[src/rtl/inst_packer.sv]
// Packs MIPS R/I-type fields into 32-bit words and queues them with sequential byte-address tags.
// Optional: define INST_PACKER_SHAMT_EN to pack in_shamt into bits [10:6] of R-type words.
module inst_packer #(
  parameter int DEPTH     = 4,
  parameter int ADDR_W    = 8,
  parameter int BASE_ADDR = 0
) (
  input  logic                     clk,
  input  logic                     rst_n,
  input  logic                     clr,
  input  logic                     in_valid,
  output logic                     in_ready,
  input  logic [5:0]               in_opcode,
  input  logic [4:0]               in_rs,
  input  logic [4:0]               in_rt,
  input  logic [4:0]               in_rd,
  input  logic [4:0]               in_shamt,
  input  logic [5:0]               in_funct,
  input  logic [15:0]              in_imm,
  output logic                     out_valid,
  input  logic                     out_ready,
  output logic [31:0]              out_inst,
  output logic [ADDR_W-1:0]        out_addr,
  output logic [$clog2(DEPTH):0]   count
);

  localparam int PTR_W = $clog2(DEPTH);
  localparam int CNT_W = PTR_W + 1;
  localparam logic [ADDR_W-1:0] BASE  = ADDR_W'(BASE_ADDR);
  localparam logic [CNT_W-1:0]  FULL  = CNT_W'(DEPTH);
`ifdef INST_PACKER_SHAMT_EN
  localparam logic [4:0] SHAMT_MASK = 5'h1f;
`else
  localparam logic [4:0] SHAMT_MASK = 5'h00;
`endif

  logic [31:0]       mem_inst [DEPTH];
  logic [ADDR_W-1:0] mem_addr [DEPTH];
  logic [PTR_W-1:0]  wr_ptr;
  logic [PTR_W-1:0]  rd_ptr;
  logic [ADDR_W-1:0] addr_cnt;
  logic [4:0]        shamt_eff;
  logic [31:0]       packed_word;
  logic              push;
  logic              pop;

  function automatic logic [31:0] pack_word(
    input logic [5:0]  op,
    input logic [4:0]  rs,
    input logic [4:0]  rt,
    input logic [4:0]  rd,
    input logic [4:0]  sh,
    input logic [5:0]  fn,
    input logic [15:0] imm
  );
    if (op == 6'd0) return {op, rs, rt, rd, sh, fn};
    else            return {op, rs, rt, imm};
  endfunction

  assign shamt_eff   = in_shamt & SHAMT_MASK;
  assign packed_word = pack_word(in_opcode, in_rs, in_rt, in_rd, shamt_eff, in_funct, in_imm);

  // Ready/valid depend only on registered occupancy, keeping the two sides decoupled.
  assign in_ready  = (count != FULL);
  assign out_valid = (count != '0);
  assign push      = in_valid && in_ready;
  assign pop       = out_valid && out_ready;

  // Control: pointers, occupancy and address counter.
  always_ff @(posedge clk or negedge rst_n) begin
    if (!rst_n) begin
      wr_ptr   <= '0;
      rd_ptr   <= '0;
      count    <= '0;
      addr_cnt <= BASE;
    end else if (clr) begin
      wr_ptr   <= '0;
      rd_ptr   <= '0;
      count    <= '0;
      addr_cnt <= BASE;
    end else begin
      if (push) begin
        wr_ptr   <= wr_ptr + PTR_W'(1);
        addr_cnt <= addr_cnt + ADDR_W'(4);
      end
      if (pop) rd_ptr <= rd_ptr + PTR_W'(1);
      case ({push, pop})
        2'b10:   count <= count + CNT_W'(1);
        2'b01:   count <= count - CNT_W'(1);
        default: count <= count;
      endcase
    end
  end

  // Data storage carries no reset; empty-state outputs are masked below instead.
  always_ff @(posedge clk) begin
    if (push && !clr) begin
      mem_inst[wr_ptr] <= packed_word;
      mem_addr[wr_ptr] <= addr_cnt;
    end
  end

  assign out_inst = out_valid ? mem_inst[rd_ptr] : 32'd0;
  assign out_addr = out_valid ? mem_addr[rd_ptr] : addr_cnt;

endmodule

[config.mk]
export PLATFORM = sky130hd
export DESIGN_NAME = inst_packer
export DESIGN_NICKNAME = d
export VERILOG_FILES = /design/src/rtl/inst_packer.sv
export SDC_FILE = /design/constraint.sdc
export NUM_CORES = 1
export LEC_CHECK = 0
export ABC_AREA = 1
export CORE_MARGIN = 5
export CORE_UTILIZATION = 54
export CTS_CLUSTER_SIZE = 10
export DETAILED_ROUTE_END_ITERATION = 16
export HOLD_SLACK_MARGIN = 0.03
export PLACE_DENSITY = 0.79
export RECOVER_POWER = 50
export SLEW_MARGIN = 20
export SYNTH_ARGS = -nofsm -noshare
export SYNTH_HDL_FRONTEND = slang
export SYNTH_SLANG_ARGS = --single-unit
[constraint.sdc]
create_clock -name clk -period 4.3 [get_ports clk]
set_input_delay 0.43 -clock clk [delete_from_list [all_inputs] [get_ports clk]]
set_output_delay 0.43 -clock clk [all_outputs]
set_load 0.005 [all_outputs]
==> metrics.md <==
| Metric | Value |
|---|---|
| DR vias/cell | between 5 and 6 |
| Flop2flop setup slack | between 0.7 and 0.8 ns |
| Worst-Margin Slew | about 2.4 ns |
| Fmax | 281 MHz |
| Num Clock Sinks | 165 |
| Routed WL | 15.4 mm |
| Min-delay worst type | input pin to asynchronous set/reset pin |
| RR Endpoint | mem_inst[0][17]$_DFFE_PP_ |
| Area contributors post-synth | edfxtp_1 65%, nor2_1 8.3%, dfrtp_1 4.7%, o21ai_0 3.8%, o21ai_1 2.6% |
| Max Slew Vio Count | 39 |
| Worst-path clk slew | 0.06 ns |
| Unique masters post-synth | 32 |
| DP Wirelength | between 8 and 9 mm |
| Post-synthesis cell count | 587 |
| Setup_tns | 0 ns |
| P_leak | slightly above 3 nW |
| Crit-path max cell delay | roughly 1.8 ns |
| Area grow syn2layout | 21.4% |
| Crit-path max FO | 38 |
| FF-to-FF path depth | 5 |
| Core Box Area | ~13,000 sq um |
| Via count | around 4,700 |
| Yosys top cell by area | edfxtp_1 |
| Share of layout cells above drive strength 1 | 0.0733 |
| Overflow after GRT | 0 |
| Post-Syn Area | about 7000 sq um |
| Hold slack | about 0.47 ns |
| Fill cells | 917 |
| CP Launch Point | count[0]$_DFFE_PN0P_ |
| # nets final | approximately 730 |
| Crit path kind | flip-flop to flip-flop |
| Post-CTS sizing | 0 |
| Post-Route Skew | around 0.010 ns |
| Number of hold buffers added after CTS | 0 |
| Num CTS Buffers | 17 |
| Hold Fails Final Rpt | 0 |
| CTS tree | yes |
| Pin count of the biggest net entering global routing | 79 |
| Gpl congestion | between 0.7 and 0.8 |
| #FFs+latches synth | around 170 |
| DRT iter0 DRCs | around 480 |
| H-tree depth | 4 |
| Antenna-violating nets left | 0 |
| CP Data Required Time | between 4 and 5 ns |
| Antenna diodes | 0 |
| Post-synth top area share | 0.654 |
| Gr usage total | 0.208 |
| Clk buf depth | 2 |
| FFs w/ async S/R, synth | 0.0788 |
| Yosys warnings | 0 |
| Global-route wire length before repair | 23.9 mm |
| DRC | 0 |
| EDFF count, synth | approximately 150 |
| Cells along the critical path | nor2_1, a21oi_2, nand2_1, nor2_4, clkbuf_1 |
| Clock root buffer | clkbuf_16 |
| Fin crit share | 0.827 |
| Antenna violations before repair | 0 |
| Vias in the first global route | ~4,800 |
| I/O pin total | around 100 |
| Worst-path cell with the longest stage delay | clkbuf_1 |
| Total power | about 4.9 mW |
| Failing checks | capacitance limit, slew limit |
| Worst skew pair latency | 0.41 ns |
| Die X | around 120 um |
| Critical Path Start Type | flip-flop |
| Slew headroom | -0.627 |
| Crit path max-delay family | buffers and inverters |
| Count of final setup violators | 0 |
| Reg-to-Reg Start | count[0]$_DFFE_PN0P_ |
| Initial core utilization | 0.551 |
| CP Capture Type | flip-flop |
| Power per cell area | around 570 nW/um^2 |
| Register area share after synthesis | 0.700 |
| Max Cap Violations | 1 |
| Die area | ~15,000 sq um |
| Drt wl/cell | 18.0 um |
| Peak supply drop | ~0.37 mV |
| Synth Area per Inst | roughly 12 sq um |
| RSZ-0062 raised after global routing | false |
| Status | finished, violations left |
| Site Rows | 41 |
| Post-synth top flop | edfxtp_1 |
| Postcts setup bufs | 0 |
| First-pass detailed-route iteration total | 5 |
| Port Buffer Count | 90 |
| Die H | between 100 and 150 um |
| Crit path buf inv count | 1 |
| Post-layout minimum cycle time | roughly 3.6 ns |
| Arr. time, crit path | about 3.5 ns |
## flip-flops by register name (all words and copies together) (netlist names)
register  cells
wr_ptr        2
mem_addr     24
count         3
rd_ptr        2
mem_inst    128
addr_cnt      6
## how the worst max path moves through the flow
stage                                           end  slack [ns]  depth (start not counted)
after global routing      mem_inst[0][11]$_DFFE_PP_        0.52                          5
after global placement                  out_addr[3]        1.48                          6
after detailed placement                out_inst[1]        1.46                          6
after floorplan            mem_addr[0][2]$_DFFE_PP_        1.31                          4
after CTS                               out_inst[1]        0.90                          6
final                     mem_inst[0][17]$_DFFE_PP_        0.74                          5
## layout by cell type (no fill, tap or decap), drive strengths merged, types with 3 or more instances in the layout
cell / instances
nand3: 8
o21ai: 89
clkinv: 7
nand2: 37
mux2: 11
nor2: 158
clkbuf: 22
buf: 5
o22ai: 6
edfxtp: 152
clkinvlp: 3
dfrtp: 13
ha: 5
nand4: 5
a21oi: 33
inv: 28
dlygate4sd3: 21
clkdlybuf4s50: 69
## metrics by stage
step | cells | utilization | setup WS (ns) | instance area, sq um
floorplan | 588 | - | 1.31 | 6990
global placement | 822 | 0.629 | 1.48 | 7970
detailed placement | 822 | 0.629 | 1.46 | 7970
CTS | 854 | 0.674 | 0.900 | 8540
global route | 854 | 0.669 | 0.520 | 8480
finish | 854 | 0.669 | 0.744 | 8480
## synth_stat cells (2+ instances only)
master,number
nand2_4,2
ha_1,5
o21ai_1,36
mux2_2,6
nand4_1,5
xnor2_1,2
inv_2,5
nor3_1,2
nand2_1,34
nor2_2,3
nor2_1,154
dfrtp_1,13
buf_2,13
mux2_4,5
a21oi_1,32
edfxtp_1,152
nand3_1,7
buf_4,3
o22ai_1,6
o21ai_0,53
clkbuf_1,10
buf_6,8
inv_1,22
## cell families (layout without fill, tap and decap cells)
| family | after synthesis | in the layout | synth area share |
|---|---|---|---|
| AOI/OAI and AO/OA | 129 | 129 | 0.0942 |
| and+or+nand+nor | 210 | 210 | 0.123 |
| xor gates and xnor gates | 3 | 3 | 0.00376 |
| buffers and inverters | 62 | 156 | 0.0462 |
| DFF | 165 | 165 | 0.700 |
| muxes | 11 | 11 | 0.0204 |
| adders and majority gates | 6 | 6 | 0.0118 |
| other | 1 | 2 | 0.000537 |
## cell type report
class	count	area (sq um)	share of cell area
tap	172	215	0.0254
timing repair buffer	96	942	0.111
inverter	28	108	0.0127
clock inverter	11	103	0.0121
clock buffer	21	470	0.0555
sequential	165	4890	0.577
multi-input combinational	361	1750	0.206
## per-layer routing
metal | vias to the layer above | GRT usage | share of wire
li1 | 2209 | - | -
met1 | 2257 | 0.257 | 0.39
met2 | 206 | 0.364 | 0.52
met3 | 12 | 0.0459 | 0.074
met4 | 0 | 0.0671 | 0.0096
met5 | - | 0 | 0
## where the power goes
part,switching [mW],internal (mW)
Sequential,0.0813,1.87
Combinational,0.797,0.668
Clock,0.596,0.843
Note: power is estimated with default switching activity, not from simulation.
